File: src/rtl/mem_port_arbiter.sv
// Two-master arbiter for a single wait-stated memory port with round-robin contention handling.
// Define MEM_ARB_FIXED_PRI_EN to give M0 fixed priority over M1.
module mem_port_arbiter #(
  parameter int unsigned DATA_WIDTH  = 32,
  parameter int unsigned ADDR_WIDTH  = 26,
  parameter int unsigned WAIT_CYCLES = 2
) (
  input  logic                  CLK,
  input  logic                  RST,
  input  logic                  M0_REQ,
  input  logic                  M0_WE,
  input  logic [ADDR_WIDTH-1:0] M0_ADDR,
  input  logic [DATA_WIDTH-1:0] M0_WDATA,
  output logic [DATA_WIDTH-1:0] M0_RDATA,
  output logic                  M0_ACK,
  input  logic                  M1_REQ,
  input  logic                  M1_WE,
  input  logic [ADDR_WIDTH-1:0] M1_ADDR,
  input  logic [DATA_WIDTH-1:0] M1_WDATA,
  output logic [DATA_WIDTH-1:0] M1_RDATA,
  output logic                  M1_ACK,
  output logic                  MEM_READ,
  output logic                  MEM_WRITE,
  output logic [ADDR_WIDTH-1:0] MEM_ADDR,
  output logic [DATA_WIDTH-1:0] MEM_WDATA,
  input  logic [DATA_WIDTH-1:0] MEM_RDATA,
  output logic [1:0]            GNT
);

  localparam logic [3:0] WaitInit = 4'(WAIT_CYCLES);

  typedef enum logic [1:0] {StIdle, StAccess, StDone} state_e;

  state_e                state_q, state_d;
  logic [3:0]            cnt_q, cnt_d;
  logic [1:0]            gnt_q, gnt_d;
  logic [1:0]            ack_q, ack_d;
  logic                  mem_read_q, mem_read_d;
  logic                  mem_write_q, mem_write_d;
  logic [ADDR_WIDTH-1:0] mem_addr_q, mem_addr_d;
  logic [DATA_WIDTH-1:0] mem_wdata_q, mem_wdata_d;
  logic [DATA_WIDTH-1:0] rdata0_q, rdata0_d;
  logic [DATA_WIDTH-1:0] rdata1_q, rdata1_d;
  logic [1:0]            pick;
  logic                  pick_we;

`ifdef MEM_ARB_FIXED_PRI_EN
  always_comb begin
    pick = 2'b00;
    if (M0_REQ) begin
      pick = 2'b01;
    end else if (M1_REQ) begin
      pick = 2'b10;
    end
  end
`else
  // last_q = 1 means M1 owned the port most recently, so M0 wins the next tie.
  logic last_q, last_d;

  always_comb begin
    pick = {M1_REQ, M0_REQ};
    if (M0_REQ && M1_REQ) begin
      pick = last_q ? 2'b01 : 2'b10;
    end
  end
`endif

  assign pick_we = pick[1] ? M1_WE : M0_WE;

  always_comb begin
    state_d     = state_q;
    cnt_d       = cnt_q;
    gnt_d       = gnt_q;
    ack_d       = 2'b00;
    mem_read_d  = mem_read_q;
    mem_write_d = mem_write_q;
    mem_addr_d  = mem_addr_q;
    mem_wdata_d = mem_wdata_q;
    rdata0_d    = rdata0_q;
    rdata1_d    = rdata1_q;
`ifndef MEM_ARB_FIXED_PRI_EN
    last_d      = last_q;
`endif
    unique case (state_q)
      StIdle: begin
        gnt_d = 2'b00;
        if (pick != 2'b00) begin
          gnt_d       = pick;
          mem_read_d  = ~pick_we;
          mem_write_d = pick_we;
          mem_addr_d  = pick[1] ? M1_ADDR : M0_ADDR;
          mem_wdata_d = pick[1] ? M1_WDATA : M0_WDATA;
          cnt_d       = WaitInit;
          state_d     = StAccess;
`ifndef MEM_ARB_FIXED_PRI_EN
          last_d      = pick[1];
`endif
        end
      end
      StAccess: begin
        if (cnt_q == 4'd0) begin
          mem_read_d  = 1'b0;
          mem_write_d = 1'b0;
          ack_d       = gnt_q;
          state_d     = StDone;
          if (mem_read_q) begin
            if (gnt_q[1]) begin
              rdata1_d = MEM_RDATA;
            end else begin
              rdata0_d = MEM_RDATA;
            end
          end
        end else begin
          cnt_d = cnt_q - 4'd1;
        end
      end
      StDone: begin
        gnt_d   = 2'b00;
        state_d = StIdle;
      end
      default: state_d = StIdle;
    endcase
  end

  always_ff @(posedge CLK) begin
    if (RST) begin
      state_q     <= StIdle;
      cnt_q       <= 4'd0;
      gnt_q       <= 2'b00;
      ack_q       <= 2'b00;
      mem_read_q  <= 1'b0;
      mem_write_q <= 1'b0;
      mem_addr_q  <= '0;
      mem_wdata_q <= '0;
      rdata0_q    <= '0;
      rdata1_q    <= '0;
`ifndef MEM_ARB_FIXED_PRI_EN
      last_q      <= 1'b1;
`endif
    end else begin
      state_q     <= state_d;
      cnt_q       <= cnt_d;
      gnt_q       <= gnt_d;
      ack_q       <= ack_d;
      mem_read_q  <= mem_read_d;
      mem_write_q <= mem_write_d;
      mem_addr_q  <= mem_addr_d;
      mem_wdata_q <= mem_wdata_d;
      rdata0_q    <= rdata0_d;
      rdata1_q    <= rdata1_d;
`ifndef MEM_ARB_FIXED_PRI_EN
      last_q      <= last_d;
`endif
    end
  end

  assign M0_RDATA  = rdata0_q;
  assign M1_RDATA  = rdata1_q;
  assign M0_ACK    = ack_q[0];
  assign M1_ACK    = ack_q[1];
  assign MEM_READ  = mem_read_q;
  assign MEM_WRITE = mem_write_q;
  assign MEM_ADDR  = mem_addr_q;
  assign MEM_WDATA = mem_wdata_q;
  assign GNT       = gnt_q;

endmodule

File: config.mk
export PLATFORM = sky130hd
export DESIGN_NAME = mem_port_arbiter
export DESIGN_NICKNAME = d
export VERILOG_FILES = /design/src/rtl/mem_port_arbiter.sv
export SDC_FILE = /design/constraint.sdc
export NUM_CORES = 1
export LEC_CHECK = 0
export BUFFER_PORTS_ARGS = -buffer_cell sky130_fd_sc_hd__buf_2
export CAP_MARGIN = 25
export CORE_UTILIZATION = 41
export DETAILED_ROUTE_END_ITERATION = 16
export MAX_ROUTING_LAYER = met4
export PLACE_DENSITY = 0.77
export SYNTH_ARGS = -nofsm -noshare
export SYNTH_HDL_FRONTEND = slang
export SYNTH_SLANG_ARGS = --single-unit
File: constraint.sdc
create_clock -name CLK -period 1.5 [get_ports CLK]
set_input_delay 0.15 -clock CLK [delete_from_list [all_inputs] [get_ports CLK]]
set_output_delay 0.15 -clock CLK [all_outputs]
set_load 0.05 [all_outputs]
Word level (Yosys, flattened, before mapping)
Index checks and enable logic that the tools add are counted.

operators by class
  add/subtract/negate cells = 1
  eq/ne operators = 5
  muxes and demuxes = 18
  bitwise logic cells = 4
  reductions and logical operators = 13

operator list
  operator               number
  $mux W32               1
  $mux W26               1
  $mux W2                5
  $mux W4                2
  $pmux W2 S2            2
  $pmux W4 S2            1
  $reduce_and A4 Y1      2
  $ne A2 B2 Y1 const B   3
  $reduce_and A3 Y1      2
  $reduce_bool A2 Y1     3
  $logic_not A4 Y1       1
  $mux W1                4
  $not A1 Y1             4
  $pmux W1 S2            2
  $reduce_and A2 Y1      2
  $sub A4 B1 Y4 const B  1
  $reduce_or A3 Y1       1
  $eq A2 B1 Y1 const B   1
  $eq A2 B2 Y1 const B   1
  $logic_not A2 Y1       1
  $logic_and A1 B1 Y1    1

word-level totals
  register bits after elaboration = 135
  input port bits = 154
  logic and storage cells = 52

Longest topological paths before layout
  depth after elaboration = 6
  mapped depth = 8
  depth with buffers taken out = 5

Worst setup path after synthesis
OpenSTA, ideal clock, no wires.

  kind = register to register
  start = register cnt_q[1]
  end = register rdata0_q[23], in the netlist M0_RDATA[23]
  data arrival time = 1.450 ns
  path slack = -0.082 ns
  stages on the path, launching flop included = 9
  path buffers = 3
  clock period less this slack = 1.582 ns
  cells stage by stage = dfxtp_1 -> inv_1 -> ha_1 -> or3b_1 -> buf_2 -> buf_6 -> buf_6 -> o21ai_0 -> a21oi_1

between the ends
  longest elaborated chain between the ends = 2

ends and longest elaborated chain
  what                         line  text
  start, declared              35    logic [3:0] cnt_q, cnt_d;
  start signal, assigned       142   cnt_q <= cnt_d;
  $logic_not A4 Y1             101   if (cnt_q == 4'd0) begin
  $reduce_and A4 Y1 (no line)  --
  end signal, assigned         149   rdata0_q <= rdata0_d;
  end, declared                42    logic [DATA_WIDTH-1:0] rdata0_q, rdata0_d;

No other way between the ends.
A chain may end at the register's enable or synchronous reset.

Final worst setup path
  start = register cnt_q[1]
  end = register rdata1_q[24], in the netlist M1_RDATA[24]

between the ends
  longest elaborated chain between the ends = 2

ends and longest elaborated chain
  what                         line  text
  $logic_not A4 Y1             101
  $reduce_and A4 Y1 (no line)  --
  end signal, assigned         150   rdata1_q <= rdata1_d;
  end, declared                43    logic [DATA_WIDTH-1:0] rdata1_q, rdata1_d;

No other way between the ends.

==> results.toml <==
[clock_network]
numCtsBuffers = 17
clkTransAtPathRegs_ps = 60
h-tree-depth = 4
root_buffer = "clkbuf_16"
cts_tree = "yes"
insertion_delay_ps = 410
cts.sinks = 135
clk_path_buf_depth = 2

[synth]
ys_seq_elements = 135
synthTopCellsByArea = "dfxtp_1 50%, mux2i_1 11%, o2bb2ai_1 9.4%"
netlist-cell-type-count = 42
async_reset_ff_share_pct = 0
synth_edf_count = 0
yosysTopAreaCell = "dfxtp_1"
synth_warnings = 0
avgSynthCellArea_um2 = 9.79
synth_flop_cell = "dfxtp_1"
synth_nets = 707
synth_top_area_share_pct = 50.0
synthesis.instances = 552
synth_area_mm2 = 0.00540
synth_seq_area_share_pct = 50.0

[drt]
viasPerCell = 5.24
vias = 5512
drc = 0
drtIter0Drc = 525
routed_wl_mm = 17.0
wire_per_inst_um = 16.2
ant_nets = 0
drt_pre_antenna_iters = 5

[sta]
setup_violations = 59
final.setup_skew_ps = 7.45
finalCritPeriodShare_pct = 106
timing.final.ws_setup_ps = -91.9
rsz0062_at_grt = "yes"
max_slew_margin_pct = 74.7
fmax_ghz = 0.628
tightest_slew_ps = 380
hold_viol = 0
slew_violations = 0
timing.hold.ws_ps = 11.2
period_minus_slack_ps = 1590

[final_layout]
stdcell_area_mm2 = 0.00833
num_antenna_cells = 0
area_delta_synth_final_pct = 54.3
layout-drive-gt1-share_pct = 41.4
nNetsFinal = 1021
mostFrequentLayoutCells = "281 x buf_2, 130 x dfxtp_1, 66 x a21oi_1"
final_common_cell = "buf_2"

[power]
power_density_mw_per_mm2 = 1350
leakagePower_nw = 3.69
peakVddDrop_mv = 0.753
p_total_mw = 11.3

[placed_design]
gp_congestion = 0.755
hpwl_mm = 10.7
dpl_cell_area_mm2 = 0.00709
port_buffers = 281

[run_status]
violations = "setup timing"
status = "finished, violations left"

[setup_path]
cp-end-kind = "flop"
slowest_delay_ps = 440
cp.required_ps = 1780
arrival_ps = 1870
cp_max_fo = 32
cpMaxStageDelayCell = "or3b_4"
cp_top_family = "simple AND/OR/NAND/NOR gates"
crit_path_cell_trace = "inv_2, ha_4, or3b_4, buf_16, o21ai_0, a21oi_1"
crit_path_start_kind = "flop"
critPathBufInv = 2
path_class = "flop to flop"

[grt]
grt_overflow = 0
grt_usage_pct = 24.8
antenna_found_initial = 0
grt_first_pass_wirelength_mm = 25.1
grt_pass1_vias = 5010
grt_max_degree = 59

[flow_run]
maxCapViolCount = 0

[floorplan]
core_area_mm2 = 0.0127
placementRows = 41
start_util_pct = 42.5
dieArea_mm2 = 0.0136
pin_count = 282
die_h_um = 117
dieWidth_um = 117

[worst_hold_path]
min_path_type = "input pin to flop"
[kinds of logic (layout without fill, tap and decap cells)]
| logic type | count (synthesis) | after routing | synth area share (%) |
|---|---|---|---|
| AO/OA/AOI/OAI | 202 | 202 | 23.5 |
| flip-flops | 135 | 135 | 50.0 |
| AND/OR/NAND/NOR | 93 | 93 | 9.75 |
| buffers and inverters | 62 | 389 | 5.58 |
| multiplexers | 59 | 59 | 10.9 |
| adder cells (fa/ha/maj) | 1 | 1 | 0.232 |
[sequential cells by signal, indices dropped and copies added, names as in the netlist]
| register | count |
|---|---|
| ack_q | 2 |
| M0_RDATA | 32 |
| GNT | 2 |
| last_q | 1 |
| MEM_ADDR | 26 |
| cnt_q | 4 |
| state_q | 2 |
| M1_RDATA | 32 |
| MEM_WRITE | 1 |
| MEM_WDATA | 32 |
| MEM_READ | 1 |
[final timing paths]
| kind | from | to | slack [ps] | cells after the start |
|---|---|---|---|---|
| max reg2reg | cnt_q[1] | M1_RDATA[24] | -90 | 6 |
| max | cnt_q[1] | M1_RDATA[24] | -90 | 6 |
| min | M0_ADDR[4] | MEM_ADDR[4] | 10 | 3 |
| min reg2reg | MEM_WDATA[15] | MEM_WDATA[15] | 460 | 1 |
[metrics by stage]
step | setup slack (ps) | setup TNS (ps) | utilization, % | std cells
finish | -91.9 | -1300 | 65.5 | 1051
global route | -146 | -5330 | 65.5 | 1051
CTS | -42.1 | -1470 | 64.8 | 1048
detailed placement | -163 | -7820 | 55.7 | 970
global placement | -98.7 | -5090 | 55.7 | 970
floorplan | -20.0 | -195 | - | 552
[layer usage]
| metal | global-route usage, % | vias to the layer above | routed length (µm) |
|---|---|---|---|
| li1 | - | 2686 | - |
| met1 | 28.3 | 2529 | 6960 |
| met2 | 42.5 | 259 | 8650 |
| met3 | 4.43 | 38 | 958 |
| met4 | 11.1 | 0 | 479 |
| met5 | - | - | 0 |
[cell type report]
class,instances,area (µm²)
Clock buffer,22,474
Clock inverter,10,191
Fill cell,1016,4390
Inverter,4,15.0
Multi-Input combinational cell,355,2490
Sequential cell,135,2710
Tap cell,172,215
Timing Repair Buffer,353,2240
[report_power, final]
part	total [mW]	internal, mW	switching (mW)
registers	3.98	3.83	0.147
clock network	4.67	3.10	1.58
logic	2.62	0.919	1.70
[cells in the mapped netlist (all sizes together) (2+ instances only)]
cell type and n:
o2bb2ai 58, dfxtp 135, nor2 4, or4 2, and2 2, a21oi 69
nand2b 2, nor2b 2, buf 32, inv 4, mux2i 59, nand3 65
clkbuf 26, nand2 4, o21ai 67
[worst register-to-register path, delay by kind of cell (launching register included)]
kind | cells | cell delay (ps)
adder cells (fa/ha/maj) | 1 | 140
AND/OR/NAND/NOR | 1 | 440
flip-flops | 1 | 320
buffers and inverters | 2 | 270
AO/OA/AOI/OAI | 2 | 300
[timing repair]
item / in CTS / in global routing
gates cloned: 1 / 1
endpoints found under the setup margin: 70 / 70
endpoints found under the hold margin: 43 / 0
resized for setup: 24 / 21
pin swaps: 1 / 4
buffers inserted: 1 / 2
hold buffers: 44 / 0
Power figures use the tool's default switching activity.
